===== config.mk =====
export PLATFORM = sky130hd
export DESIGN_NAME = shared_mul_scheduler_flat
export DESIGN_NICKNAME = d
export VERILOG_FILES = /design/src/rtl/mul_sched_pkg.sv /design/src/rtl/shared_mul_scheduler_if.sv /design/src/rtl/mul_pipe.sv /design/src/rtl/shared_mul_scheduler.sv /design/src/flat_wrapper.sv
export SDC_FILE = /design/constraint.sdc
export NUM_CORES = 1
export LEC_CHECK = 0
export ABC_AREA = 1
export BUFFER_PORTS_ARGS = -buffer_cell sky130_fd_sc_hd__buf_2
export CAP_MARGIN = 10
export CORE_ASPECT_RATIO = 0.75
export CORE_MARGIN = 2
export CORE_UTILIZATION = 40
export DETAILED_ROUTE_END_ITERATION = 6
export SLEW_MARGIN = 5
export SYNTH_ARGS = -nofsm -noshare
export SYNTH_HDL_FRONTEND = slang
export SYNTH_SLANG_ARGS = --single-unit

===== constraint.sdc =====
create_clock -name clk -period 15.1 [get_ports clk]
set_input_delay 1.51 -clock clk [delete_from_list [all_inputs] [get_ports clk]]
set_output_delay 1.51 -clock clk [all_outputs]
set_load 0.02 [all_outputs]

===== src/rtl/mul_sched_pkg.sv =====
// Shared definitions for the shared multiplier scheduler.
//   req_id_t : identifies which requester an operation belongs to
//   DEF_N    : default operand width
//   DEF_LAT  : default multiplier pipeline depth
package mul_sched_pkg;

    typedef enum logic {
        REQ0 = 1'b0,
        REQ1 = 1'b1
    } req_id_t;

    localparam int DEF_N   = 8;
    localparam int DEF_LAT = 2;

endpackage


===== src/rtl/shared_mul_scheduler_if.sv =====
// Handshake/result bundle between two requesters and the scheduler.
//   req*_vld/rdy      : request handshake per requester
//   req*_a/b/signed   : operands and signedness per requester
//   res*_vld/data     : one-cycle result strobe and product per requester
//   busy              : any operation in flight
// Modports: master = requester side, slave = scheduler side.
interface shared_mul_scheduler_if #(
    parameter int n = 8
);
    logic           req0_vld;
    logic           req1_vld;
    logic           req0_rdy;
    logic           req1_rdy;
    logic [n-1:0]   req0_a;
    logic [n-1:0]   req0_b;
    logic [n-1:0]   req1_a;
    logic [n-1:0]   req1_b;
    logic           req0_signed;
    logic           req1_signed;
    logic           res0_vld;
    logic           res1_vld;
    logic [2*n-1:0] res0_data;
    logic [2*n-1:0] res1_data;
    logic           busy;

    modport master (
        output req0_vld, req1_vld, req0_a, req0_b, req1_a, req1_b,
               req0_signed, req1_signed,
        input  req0_rdy, req1_rdy, res0_vld, res1_vld, res0_data, res1_data,
               busy
    );

    modport slave (
        input  req0_vld, req1_vld, req0_a, req0_b, req1_a, req1_b,
               req0_signed, req1_signed,
        output req0_rdy, req1_rdy, res0_vld, res1_vld, res0_data, res1_data,
               busy
    );
endinterface


===== src/rtl/mul_pipe.sv =====
// Signed/unsigned multiply pipeline of lat stages carrying valid and id.
//   in_*     : operation entering stage 0 on the next rising edge
//   out_vld  : last stage holds a valid operation
//   out_id   : requester id of the last stage
//   out_prod : 2*n-bit product of the last stage's operands
//   busy     : OR of all stage valid bits
module mul_pipe
    import mul_sched_pkg::*;
#(
    parameter int n   = DEF_N,
    parameter int lat = DEF_LAT
) (
    input  logic           clk,
    input  logic           rst,
    input  logic           in_vld,
    input  req_id_t        in_id,
    input  logic [n-1:0]   in_a,
    input  logic [n-1:0]   in_b,
    input  logic           in_signed,
    output logic           out_vld,
    output req_id_t        out_id,
    output logic [2*n-1:0] out_prod,
    output logic           busy
);

    typedef struct packed {
        logic         vld;
        req_id_t      id;
        logic         sgn;
        logic [n-1:0] a;
        logic [n-1:0] b;
    } stage_t;

    stage_t stage_reg [lat];
    stage_t in_stage;

    assign in_stage = '{vld: in_vld, id: in_id, sgn: in_signed, a: in_a, b: in_b};

    genvar gi;
    generate
        for (gi = 0; gi < lat; gi++) begin : g_stage
            if (gi == 0) begin : g_first
                always_ff @(posedge clk or posedge rst) begin
                    if (rst) begin
                        stage_reg[0] <= '0;
                    end else begin
                        stage_reg[0] <= in_stage;
                    end
                end
            end else begin : g_next
                always_ff @(posedge clk or posedge rst) begin
                    if (rst) begin
                        stage_reg[gi] <= '0;
                    end else begin
                        stage_reg[gi] <= stage_reg[gi-1];
                    end
                end
            end
        end
    endgenerate

    always_comb begin
        busy = 1'b0;
        for (int i = 0; i < lat; i++) begin
            busy = busy | stage_reg[i].vld;
        end
    end

    // Extending to 2*n bits before multiplying makes a single 2*n x 2*n
    // multiply (truncated to 2*n) exact for both signed and unsigned operands.
    logic [2*n-1:0] a_ext;
    logic [2*n-1:0] b_ext;

    always_comb begin
        a_ext = stage_reg[lat-1].sgn ? {{n{stage_reg[lat-1].a[n-1]}}, stage_reg[lat-1].a}
                                     : {{n{1'b0}}, stage_reg[lat-1].a};
        b_ext = stage_reg[lat-1].sgn ? {{n{stage_reg[lat-1].b[n-1]}}, stage_reg[lat-1].b}
                                     : {{n{1'b0}}, stage_reg[lat-1].b};
    end

    assign out_prod = a_ext * b_ext;
    assign out_vld  = stage_reg[lat-1].vld;
    assign out_id   = stage_reg[lat-1].id;

endmodule


===== src/rtl/shared_mul_scheduler.sv =====
// Two requesters sharing one pipelined multiplier.
//   clk, rst : clock and asynchronous active-high reset
//   bus      : slave side of shared_mul_scheduler_if (requests, results, busy)
// Round-robin arbitration between simultaneous requests, one accept per
// cycle, results demultiplexed to the owning requester lat cycles after
// the accepting edge.
module shared_mul_scheduler
    import mul_sched_pkg::*;
#(
    parameter int n   = DEF_N,
    parameter int lat = DEF_LAT
) (
    input  logic                   clk,
    input  logic                   rst,
    shared_mul_scheduler_if.slave  bus
);

    req_id_t        last_reg;      // requester granted at the most recent accept
    req_id_t        grant_id;
    logic           accept;
    logic [n-1:0]   pipe_a;
    logic [n-1:0]   pipe_b;
    logic           pipe_signed;
    logic           pipe_out_vld;
    req_id_t        pipe_out_id;
    logic [2*n-1:0] pipe_out_prod;
    logic           pipe_busy;

    logic           res0_vld_reg;
    logic           res1_vld_reg;
    logic [2*n-1:0] res0_data_reg;
    logic [2*n-1:0] res1_data_reg;

    // A lone requester always wins; under contention the one not granted
    // last time wins. Reset leaves last_reg = REQ1 so REQ0 wins first.
    always_comb begin
        if (bus.req0_vld && !bus.req1_vld) begin
            grant_id = REQ0;
        end else if (bus.req1_vld && !bus.req0_vld) begin
            grant_id = REQ1;
        end else begin
            grant_id = (last_reg == REQ0) ? REQ1 : REQ0;
        end
    end

    assign accept       = !rst && (bus.req0_vld || bus.req1_vld);
    assign bus.req0_rdy = accept && (grant_id == REQ0);
    assign bus.req1_rdy = accept && (grant_id == REQ1);

    assign pipe_a      = (grant_id == REQ1) ? bus.req1_a      : bus.req0_a;
    assign pipe_b      = (grant_id == REQ1) ? bus.req1_b      : bus.req0_b;
    assign pipe_signed = (grant_id == REQ1) ? bus.req1_signed : bus.req0_signed;

    always_ff @(posedge clk or posedge rst) begin
        if (rst) begin
            last_reg <= REQ1;
        end else if (accept) begin
            last_reg <= grant_id;
        end
    end

    mul_pipe #(
        .n   (n),
        .lat (lat)
    ) u_mul_pipe (
        .clk       (clk),
        .rst       (rst),
        .in_vld    (accept),
        .in_id     (grant_id),
        .in_a      (pipe_a),
        .in_b      (pipe_b),
        .in_signed (pipe_signed),
        .out_vld   (pipe_out_vld),
        .out_id    (pipe_out_id),
        .out_prod  (pipe_out_prod),
        .busy      (pipe_busy)
    );

    // Registered result demux: data is forced to zero on the idle port.
    always_ff @(posedge clk or posedge rst) begin
        if (rst) begin
            res0_vld_reg  <= 1'b0;
            res1_vld_reg  <= 1'b0;
            res0_data_reg <= '0;
            res1_data_reg <= '0;
        end else begin
            res0_vld_reg  <= pipe_out_vld && (pipe_out_id == REQ0);
            res1_vld_reg  <= pipe_out_vld && (pipe_out_id == REQ1);
            res0_data_reg <= (pipe_out_vld && (pipe_out_id == REQ0)) ? pipe_out_prod : '0;
            res1_data_reg <= (pipe_out_vld && (pipe_out_id == REQ1)) ? pipe_out_prod : '0;
        end
    end

    assign bus.res0_vld  = res0_vld_reg;
    assign bus.res1_vld  = res1_vld_reg;
    assign bus.res0_data = res0_data_reg;
    assign bus.res1_data = res1_data_reg;
    assign bus.busy      = pipe_busy;

endmodule


===== src/flat_wrapper.sv =====
// flat-port wrapper written by rule: the top's interface ports become plain ports
module shared_mul_scheduler_flat import mul_sched_pkg::*;
#(
    parameter int n   = DEF_N,
    parameter int lat = DEF_LAT
)
  (clk, rst, bus_req0_vld, bus_req1_vld, bus_req0_a, bus_req0_b, bus_req1_a, bus_req1_b, bus_req0_signed, bus_req1_signed, bus_req0_rdy, bus_req1_rdy, bus_res0_vld, bus_res1_vld, bus_res0_data, bus_res1_data, bus_busy);
  shared_mul_scheduler_if #(.n(n)) bus_i ();
  input  logic clk;
  input  logic rst;
  input wire logic [$bits(bus_i.req0_vld)-1:0] bus_req0_vld;
  input wire logic [$bits(bus_i.req1_vld)-1:0] bus_req1_vld;
  input wire logic [$bits(bus_i.req0_a)-1:0] bus_req0_a;
  input wire logic [$bits(bus_i.req0_b)-1:0] bus_req0_b;
  input wire logic [$bits(bus_i.req1_a)-1:0] bus_req1_a;
  input wire logic [$bits(bus_i.req1_b)-1:0] bus_req1_b;
  input wire logic [$bits(bus_i.req0_signed)-1:0] bus_req0_signed;
  input wire logic [$bits(bus_i.req1_signed)-1:0] bus_req1_signed;
  output wire logic [$bits(bus_i.req0_rdy)-1:0] bus_req0_rdy;
  output wire logic [$bits(bus_i.req1_rdy)-1:0] bus_req1_rdy;
  output wire logic [$bits(bus_i.res0_vld)-1:0] bus_res0_vld;
  output wire logic [$bits(bus_i.res1_vld)-1:0] bus_res1_vld;
  output wire logic [$bits(bus_i.res0_data)-1:0] bus_res0_data;
  output wire logic [$bits(bus_i.res1_data)-1:0] bus_res1_data;
  output wire logic [$bits(bus_i.busy)-1:0] bus_busy;
  assign bus_i.req0_vld = bus_req0_vld;
  assign bus_i.req1_vld = bus_req1_vld;
  assign bus_i.req0_a = bus_req0_a;
  assign bus_i.req0_b = bus_req0_b;
  assign bus_i.req1_a = bus_req1_a;
  assign bus_i.req1_b = bus_req1_b;
  assign bus_i.req0_signed = bus_req0_signed;
  assign bus_i.req1_signed = bus_req1_signed;
  assign bus_req0_rdy = bus_i.req0_rdy;
  assign bus_req1_rdy = bus_i.req1_rdy;
  assign bus_res0_vld = bus_i.res0_vld;
  assign bus_res1_vld = bus_i.res1_vld;
  assign bus_res0_data = bus_i.res0_data;
  assign bus_res1_data = bus_i.res1_data;
  assign bus_busy = bus_i.busy;
  shared_mul_scheduler #(.n(n), .lat(lat)) u_core (.clk(clk), .rst(rst), .bus(bus_i));
endmodule

Word level (Yosys, flattened, before mapping)
Index checks and enable logic that the tools add are counted.
{ "op_classes": {"n_mux": 10, "n_mul": 1, "reduce_logical": 11, "bitwise_logic": 3} }
{ "ops": {"columns": ["op", "count"], "rows": [
  ["two-way mux 16 bit", 4],
  ["multiplier 16 x 16 -> 16 bit", 1],
  ["two-way mux 8 bit", 2],
  ["logical AND 1 bit", 7],
  ["two-way mux 1 bit", 4],
  ["zero test 1 bit", 3],
  ["inverter 1 bit", 2],
  ["logical OR 1 bit", 1],
  ["bitwise OR 1 bit", 1]
]} }
{ "totals": {"register_bits": 73, "elab_cells": 40} }

Depth between registers and ports, before layout
Gate-level depths: netlist of run 1.
{ "depth": {"depth_word": 6, "mapped_depth": 32, "mapped_depth_nobuf": 31} }

By module
A second synthesis of run 1 with hierarchy kept.
{ "hier_totals": {"hier_cells": 756, "hier_area_um2": 6343.6} }
{ "by_module_without_submodules": {"columns": ["mod", "area_per_inst_um2", "cells_per_inst", "instances"], "rows": [
  ["mul_pipe", 4933.5, 598, 1],
  ["shared_mul_scheduler", 1410.1, 158, 1]
]} }

Worst setup path after synthesis of run 1
OpenSTA, ideal clock, no wires.
{ "synth_path": {"path_kind": "input to output", "startpoint": "input port rst", "endpoint": "output port bus_req0_rdy", "arrival_time_ps": 3888, "required_ps": 13590, "path_buffers": 0, "setup_slack_ps": 9702, "cell_stages": 3, "cell_sequence": "inv_1 -> o21ai_0 -> nor2_1"} }
{ "synth_via": {"elab_chain_len": 3} }
{ "synth_lines": {"columns": ["item", "line_no", "rtl"], "rows": [
  ["start, declared", "flat_wrapper.sv:10", "input logic rst;"],
  ["zero test 1 bit", "shared_mul_scheduler.sv:46", "assign accept = !rst && (bus.req0_vld || bus.req1_vld);"],
  ["logical AND 1 bit", "shared_mul_scheduler.sv:46", null],
  ["logical AND 1 bit", "shared_mul_scheduler.sv:47", "assign bus.req0_rdy = accept && (grant_id == REQ0);"],
  ["end, declared", "flat_wrapper.sv:19", "output wire logic [$bits(bus_i.req0_rdy)-1:0] bus_req0_rdy;"]
]} }
No other way between the ends.

Worst setup path after layout of run 1
{ "layout_path": {"startpoint": "register u_core.u_mul_pipe.stage_reg[15] (netlist name)", "endpoint": "register u_core.res1_data_reg[15] (netlist: u_core.bus.res1_data[15])"} }
{ "layout_via": {"elab_chain_len": 3} }
{ "layout_lines": {"columns": ["item", "line_no", "rtl"], "rows": [
  ["start, declared", "mul_pipe.sv:34", "stage_t stage_reg [lat];"],
  ["start signal, assigned by index", "mul_pipe.sv:55", "stage_reg[gi] <= stage_reg[gi-1];"],
  ["two-way mux 16 bit", "mul_pipe.sv:75", "a_ext = stage_reg[lat-1].sgn ? {{n{stage_reg[lat-1].a[n-1]}}, stage_reg[lat-1].a}"],
  ["multiplier 16 x 16 -> 16 bit", "mul_pipe.sv:81", "assign out_prod = a_ext * b_ext;"],
  ["two-way mux 16 bit", "shared_mul_scheduler.sv:90", "res1_data_reg <= (pipe_out_vld && (pipe_out_id == REQ1)) ? pipe_out_prod : '0;"],
  ["end signal, assigned", "shared_mul_scheduler.sv:90", null],
  ["end, declared", "shared_mul_scheduler.sv:32", "logic [2*n-1:0] res1_data_reg;"]
]} }
No other way between the ends.
A chain may end at the register's enable or synchronous reset.

==> metrics.log, run 1 <==
INFO  metric dr.pass1.iters = 4
INFO  metric synth.lib_cells_used.distinct = 28
INFO  metric die_width = 148 um
INFO  metric final_hold_viol_count = 0
INFO  metric timing.critical_path.slowest_cell_delay = 0.61 ns
INFO  metric achievable_clock_frequency = 180 MHz
INFO  metric design.die.area = 16600 sq um
INFO  metric synthTopCellsByArea = sky130_fd_sc_hd__dfrtp_1 29%, sky130_fd_sc_hd__fa_1 22%, sky130_fd_sc_hd__inv_1 13%
INFO  metric power.share.sequential = 0.148
INFO  metric cts_max_level = 3
INFO  metric finalMaxSlewViolations = 0
INFO  metric clkSinkCount = 73
INFO  metric syn-num-nets = 893
INFO  metric syn-instance-count = 733
INFO  metric drc_errors = 0
INFO  metric floorplan.initialDensity = 0.409
INFO  metric criticalPathCategory = reg2reg
INFO  metric grt_use_total = 0.156
INFO  metric grt_overflow = 0
INFO  metric wl = 12000 um
INFO  metric power.leakage = 4.36 nW
INFO  metric tns = 0 ns
INFO  metric worst-endpoint-arrival = 5.73 ns
INFO  metric period_share = 0.367
INFO  metric grt_first_pass_wirelength = 20500 um
INFO  metric combinational_share_of_power = 0.711
INFO  metric ir_drop = 0.150 mV
INFO  metric design.portCount = 75
INFO  metric cts_hold_buffers = 0
INFO  metric io_buffer_count = 74
INFO  metric synth.avg_cell_area = 8.52 sq um
INFO  metric antennaDiodeCount = 0
INFO  metric clock_tree.buffer_depth = 2
INFO  metric number_of_max_capacitance_violations_reported = 0
INFO  metric post_cts.repair.setup_buffers = 0
INFO  metric final_period_minus_worst_setup_slack = 5.54 ns
INFO  metric core_area = 15300 sq um
INFO  metric timing.hold.worst.class = reg2reg
INFO  metric place_congestion = 0.858
INFO  metric num_rows = 39
INFO  metric cts_resized = 0
INFO  metric rsz0062_at_grt = false
INFO  metric crit_start = u_core.u_mul_pipe.stage_reg[15]
INFO  metric clk_root_buffer_cell = sky130_fd_sc_hd__clkbuf_16
INFO  metric p_sw_frac = 0.500
INFO  metric max_slew.worst_pin.slew = 0.875 ns
INFO  metric cts_made_buffers = 9
INFO  metric worstSetupEndpointType = flop
INFO  metric vias_per_cell = 4.23
INFO  metric synth_top_area_cell = sky130_fd_sc_hd__dfrtp_1
INFO  metric met3_wirelength = 595 um
INFO  metric vias_in_the_first_global_route = 4316
INFO  metric pre_cts_ws = 9.54 ns
INFO  metric postSynthRegisterBits = 73
INFO  metric r2r-start = u_core.u_mul_pipe.stage_reg[15]
INFO  metric synth_sequential_area_ratio = 0.293
INFO  metric dr_wl_met2 = 4760 um
INFO  metric drtAntennaViolNets = 0
INFO  metric vias = 4271
INFO  metric layout-drive-gt1-share = 0.155
INFO  metric pin_count_of_the_biggest_net_entering_global_routing = 74
INFO  metric final_net_count = 960
INFO  metric critical_path_peak_fanout = 14
INFO  metric netSwitchingPower = 847 uW
INFO  metric met1_length = 6530 um
INFO  metric tritoncts = done
INFO  metric initial_antenna_violation_count = 0
INFO  metric finalWorstSetupSlack = 9.56 ns
INFO  metric maxSlewHeadroom = 0.417
INFO  metric route.detailed.wl_per_inst = 11.9 um
INFO  metric dr.first_iter.drc_count = 236
INFO  metric clock_insertion_delay_at_the_later_pin_of_the_skew_report = 0.33 ns
INFO  metric clk_pin_slew_worst_paths = 0.06 ns
INFO  metric syn-cell-area = 6250 sq um
INFO  metric cp_slowest_cell = sky130_fd_sc_hd__dfrtp_1
INFO  metric die-height = 112 um
INFO  metric pwr_density_cell = 238 nW/um^2
INFO  metric areaGrowthSynthToFinish = 14.0%
INFO  metric setup_viol_count_final = 0
INFO  metric p_int = 847 uW
INFO  metric dpl.hpwl = 9910 um
INFO  metric largest_register_ff_count = 36
INFO  metric run_status = complete, no violations
INFO  metric clock_power_share = 0.141
INFO  metric top_layer = met4
INFO  metric holdCritStartpoint = u_core.u_mul_pipe.stage_reg[19]
INFO  metric synthDominantCellAreaShare = 0.288
INFO  metric critPathLaunchType = flop
INFO  metric yosys_warnings = 0
INFO  metric setup.reg_to_reg.worst_slack = 9.56 ns
INFO  metric fin_worst_skew = 0.00682 ns
INFO  metric data_required_critical_path = 15.29 ns
-- routing by layer --
metal / vias up / GRT usage
met4: 0 / 0.0305
li1: 2252 / -
met5: - / 0
met1: 1903 / 0.235
met2: 100 / 0.232
met3: 16 / 0.0358
-- critical path: cells and delay by family, from the launching register on --
| family | cells | cell delay [ns] |
|---|---|---|
| AO/OA/AOI/OAI | 2 | 0.23 |
| flip-flops | 1 | 0.61 |
| buffers and inverters | 8 | 0.73 |
| adder cells (fa/ha/maj) | 7 | 3.12 |
| AND/OR/NAND/NOR | 10 | 0.75 |
-- area by class of cell --
cell class                 count  area [sq um]
fill                        1462          8150
multi-input combinational    422          3500
sequential                    73          1830
inverter                     218           818
timing repair buffer          76           385
tap                          205           256
clock buffer                  11           233
clock inverter                 5           104
-- power by group through the flow --
| stage | registers [mW] | clock network, mW | logic, mW |
|---|---|---|---|
| floorplan | 0.259 | 0 | 0.943 |
| global placement | 0.255 | 0 | 1.19 |
| detailed placement | 0.255 | 0 | 1.20 |
| CTS | 0.252 | 0.245 | 1.22 |
| global route | 0.255 | 0.253 | 1.43 |
| finish | 0.251 | 0.238 | 1.20 |
-- cells in the mapped netlist --
cell,instances
sky130_fd_sc_hd__nand2_1,145
sky130_fd_sc_hd__nor2_2,4
sky130_fd_sc_hd__inv_1,217
sky130_fd_sc_hd__a21oi_1,10
sky130_fd_sc_hd__o21bai_1,1
sky130_fd_sc_hd__o21ai_1,1
sky130_fd_sc_hd__a31oi_1,2
sky130_fd_sc_hd__inv_2,1
sky130_fd_sc_hd__nand4_1,5
sky130_fd_sc_hd__nor2_1,56
sky130_fd_sc_hd__o31ai_1,1
sky130_fd_sc_hd__xor2_1,12
sky130_fd_sc_hd__clkbuf_1,7
sky130_fd_sc_hd__dfstp_2,1
sky130_fd_sc_hd__nand3_2,4
sky130_fd_sc_hd__nand3_1,19
sky130_fd_sc_hd__fa_1,68
sky130_fd_sc_hd__dfrtp_1,72
sky130_fd_sc_hd__nand3b_1,1
sky130_fd_sc_hd__buf_6,2
sky130_fd_sc_hd__ha_1,54
sky130_fd_sc_hd__nor3_1,5
sky130_fd_sc_hd__xnor2_1,2
sky130_fd_sc_hd__mux2_2,17
sky130_fd_sc_hd__nand2_2,3
sky130_fd_sc_hd__or2_2,4
sky130_fd_sc_hd__buf_2,11
sky130_fd_sc_hd__o21ai_0,8
-- cells by family after synthesis --
logic type | after synthesis | share of synthesized area
AOI/OAI and AO/OA | 23 | 0.0196
buffers and inverters | 238 | 0.148
xor gates and xnor gates | 14 | 0.0196
muxes | 17 | 0.0306
and+or+nand+nor | 246 | 0.164
adders and majority gates | 122 | 0.326
DFF | 73 | 0.293
-- final timing paths --
check / to / cells after the start
setup / recovery: u_core.bus.res1_data[15] / 27
hold / removal: u_core.u_mul_pipe.stage_reg[0] / 0
setup reg to reg: u_core.bus.res1_data[15] / 27
hold reg to reg: u_core.u_mul_pipe.stage_reg[0] / 0
max in group asynchronous: u_core.bus.res0_data[13] / 3
min in group asynchronous: u_core.u_mul_pipe.stage_reg[29] / 3
-- stage by stage --
stage                     area, sq um  utilization  power (mW)  cells  hold WS, ns
after floorplan                  6250            -        1.20    733        0.331
after global placement           6780        0.444        1.45    994        0.332
after detailed placement         6780        0.444        1.46    994        0.335
after CTS                        7120        0.466        1.72   1010        0.341
after global routing             7120        0.466        1.93   1010        0.348
final                            7120        0.466        1.69   1010        0.340
-- layout by cell type, fill, tap and decap left out, drive strengths merged --
master    n
mux2     17
nand2   148
a31oi     2
xnor2     2
clkbuf   11
buf      76
nand4     5
o21bai    1
xor2     12
nor3      5
a21oi    10
dfrtp    72
fa       68
inv     218
o31ai     1
nor2     60
bufinv    3
ha       54
dfstp     1
nand3b    1
or2       4
clkinv    2
nand3    23
o21ai     9
Power figures use the tool's default switching activity.
==> run 2, diff against run 1 <==
==> constraint.sdc (replaced) <==
create_clock -name clk -period 4.9 [get_ports clk]
set_input_delay 0.49 -clock clk [delete_from_list [all_inputs] [get_ports clk]]
set_output_delay 0.49 -clock clk [all_outputs]
set_load 0.02 [all_outputs]
==> metrics.log, run 2 (synthesis gave the netlist of run 1 again) <==
INFO  metric die-height = 112 um (unchanged)
INFO  metric critical_path_peak_fanout = 5 (was 14)
INFO  metric clock_insertion_delay_at_the_later_pin_of_the_skew_report = 0.33 ns (about the same)
INFO  metric critPathLaunchType = flop (unchanged)
INFO  metric cp_num_buf_inv = 8 (unchanged)
INFO  metric clk_root_buffer_cell = sky130_fd_sc_hd__clkbuf_16 (unchanged)
INFO  metric wl = 13100 um (was 12000 um)
INFO  metric achievable_clock_frequency = 196 MHz (was 180 MHz)
INFO  metric cp_slowest_cell = sky130_fd_sc_hd__fa_1 (was sky130_fd_sc_hd__dfrtp_1)
INFO  metric max_slew.worst_pin.slew = 0.866 ns (was 0.875 ns)
INFO  metric fin_worst_skew = 0.00462 ns (was 0.00682 ns)
INFO  metric floorplan.initialDensity = 0.409 (unchanged)
INFO  metric drtAntennaViolNets = 0 (unchanged)
INFO  metric worst-endpoint-arrival = 5.30 ns (was 5.73 ns)
INFO  metric grt_use_total = 0.168 (was 0.156)
INFO  metric grt_first_pass_wirelength = 22200 um (was 20500 um)
INFO  metric rsz0062_at_grt = true (was false)
INFO  metric run_status = finished with violations (was complete, no violations)
INFO  metric drc_errors = 0 (unchanged)
INFO  metric maxSlewHeadroom = 0.423 (was 0.417)
INFO  metric route.detailed.wl_per_inst = 12.0 um (was 11.9 um)
INFO  metric top_family_by_delay_on_critical_path = adder cells (unchanged)
INFO  metric initial_antenna_violation_count = 0 (unchanged)
INFO  metric storage_cell_area = 1830 sq um (about the same)
INFO  metric setup_viol_count_final = 6 (was 0)
INFO  metric dr.pass1.iters = 4 (unchanged)
INFO  metric tns = -1.12 ns (was 0 ns)
INFO  metric finalWorstSetupSlack = -0.214 ns (was 9.56 ns)
INFO  metric vias = 4613 (was 4271)
INFO  metric pin_count_of_the_biggest_net_entering_global_routing = 74 (unchanged)
INFO  metric place_congestion = 0.889 (was 0.858)
INFO  metric worstSetupEndpointType = flop (unchanged)
INFO  metric num_rows = 39 (unchanged)
INFO  metric vias_per_cell = 4.22 (was 4.23)
INFO  metric criticalPathCategory = reg2reg (unchanged)
INFO  metric number_of_max_capacitance_violations_reported = 0 (unchanged)
INFO  metric timing.critical_path.slowest_cell_delay = 0.53 ns (was 0.61 ns)
INFO  metric grt_overflow = 0 (unchanged)
INFO  metric leading_cell_types_in_the_layout_fill_and_taps_excluded = 201 x sky130_fd_sc_hd__inv_1, 133 x sky130_fd_sc_hd__nand2_1, 83 x sky130_fd_sc_hd__buf_4 (was 216 x sky130_fd_sc_hd__inv_1, 145 x sky130_fd_sc_hd__nand2_1, 74 x sky130_fd_sc_hd__buf_2)
INFO  metric vias_in_the_first_global_route = 4614 (was 4316)
INFO  metric sequence_of_cells_on_the_critical_path = nand2_2 -> inv_2 -> nand2_2 -> inv_2 -> fa_1 -> inv_1 -> fa_1 -> inv_2 -> fa_1 -> fa_1 -> fa_1 -> inv_1 -> fa_1 -> inv_2 -> ha_4 -> nand2_4 -> nor2_4 -> nand3_2 -> nand3_2 -> buf_4 -> buf_4 -> xor2_2 -> nor2_1
INFO  metric largest_register_ff_count = 36 (unchanged)
INFO  metric core_area = 15300 sq um (unchanged)
INFO  metric cts_made_buffers = 9 (unchanged)
INFO  metric final_net_count = 1044 (was 960)
INFO  metric dpl.hpwl = 10700 um (was 9910 um)
INFO  metric clock_tree.buffer_depth = 2 (unchanged)
INFO  metric clk_pin_slew_worst_paths = 0.06 ns (about the same)
INFO  metric multi_input_comb_area = 3750 sq um (was 3500 sq um)
INFO  metric dr.first_iter.drc_count = 153 (was 236)
INFO  metric critPathMostFrequentCell = sky130_fd_sc_hd__fa_1
INFO  metric timing.hold.worst.class = reg2reg (unchanged)
INFO  metric failed_checks = setup timing
INFO  metric tritoncts = done (unchanged)
INFO  metric fill_cells = 1398 (was 1462)
INFO  metric final_hold_viol_count = 0 (unchanged)
INFO  metric data_required_critical_path = 5.09 ns (was 15.29 ns)
INFO  metric antennaDiodeCount = 0 (unchanged)
INFO  metric cts_max_level = 3 (unchanged)
INFO  metric cts_hold_buffers = 0 (unchanged)
INFO  metric areaGrowthSynthToFinish = 27.9% (was 14.0%)
INFO  metric clkSinkCount = 73 (unchanged)
INFO  metric finalMaxSlewViolations = 0 (unchanged)
INFO  metric final_period_minus_worst_setup_slack = 5.11 ns (was 5.54 ns)
INFO  metric design.portCount = 75 (unchanged)
INFO  metric io_buffer_count = 74 (unchanged)
INFO  metric mostFrequentLayoutCell = sky130_fd_sc_hd__inv_1 (unchanged)
INFO  metric design.die.area = 16600 sq um (unchanged)
INFO  metric die_width = 148 um (unchanged)
INFO  metric layout-drive-gt1-share = 0.301 (was 0.155)
INFO  metric period_share = 1.04 (was 0.367)
-- run 2: cell types whose count changed in the layout (fill, tap and decap cells not counted), sizes merged --
cell      before  now
buf           76  160
clkinvlp       0    2
bufinv         3    1
inv          218  219
clkbuf        11   10
-- run 2: layer usage --
layer / vias up / GRT usage / wire (um)
met5: - / 0 / 0
met4: 0 / 0.0286 / 88
met3: 9 / 0.0309 / 527
met2: 104 / 0.262 / 5610
met1: 2086 / 0.249 / 6870
li1: 2414 / - / -
-- run 2: layout make-up --
cell class                 count  share of cell area
tap                          205              0.0321
sequential                    73               0.229
inverter                     218               0.103
clock buffer                  10              0.0287
multi-input combinational    422               0.470
timing repair buffer         160               0.129
clock inverter                 6             0.00846
-- run 2: metrics by stage --
stage	worst slack, ns	hold slack [ns]	cells	area, sq um	util
after floorplan	-0.0287	0.331	733	6300	-
after global placement	-0.174	0.332	1064	7350	0.481
after detailed placement	-0.217	0.335	1064	7350	0.481
after CTS	-0.117	0.342	1084	7760	0.508
after global routing	-0.440	0.353	1094	7990	0.523
final	-0.214	0.344	1094	7990	0.523
-- run 2: worst paths after layout --
kind	from	endpoint	slack [ns]	depth (start not counted)
max	u_core.u_mul_pipe.stage_reg[16]	u_core.bus.res1_data[13]	-0.21	23
min	u_core.u_mul_pipe.stage_reg[21]	u_core.u_mul_pipe.stage_reg[2]	0.34	0
min reg2reg	u_core.u_mul_pipe.stage_reg[21]	u_core.u_mul_pipe.stage_reg[2]	0.34	0
max in group asynchronous	rst	u_core.u_mul_pipe.stage_reg[16]	3.86	3
max reg2reg	u_core.u_mul_pipe.stage_reg[16]	u_core.bus.res1_data[13]	-0.21	23
min in group asynchronous	rst	u_core.u_mul_pipe.stage_reg[22]	0.45	3
-- run 2: timing repair --
item / in CTS / in global routing
setup endpoints to repair: 10 / 14
pin swaps: 12 / 18
setup buffers: 4 / 10
resized for setup: 20 / 48
Power of run 2 is left out: the tool's default activity adds up to more than one toggle a clock period on the data nets, which glitch-free logic cannot reach.
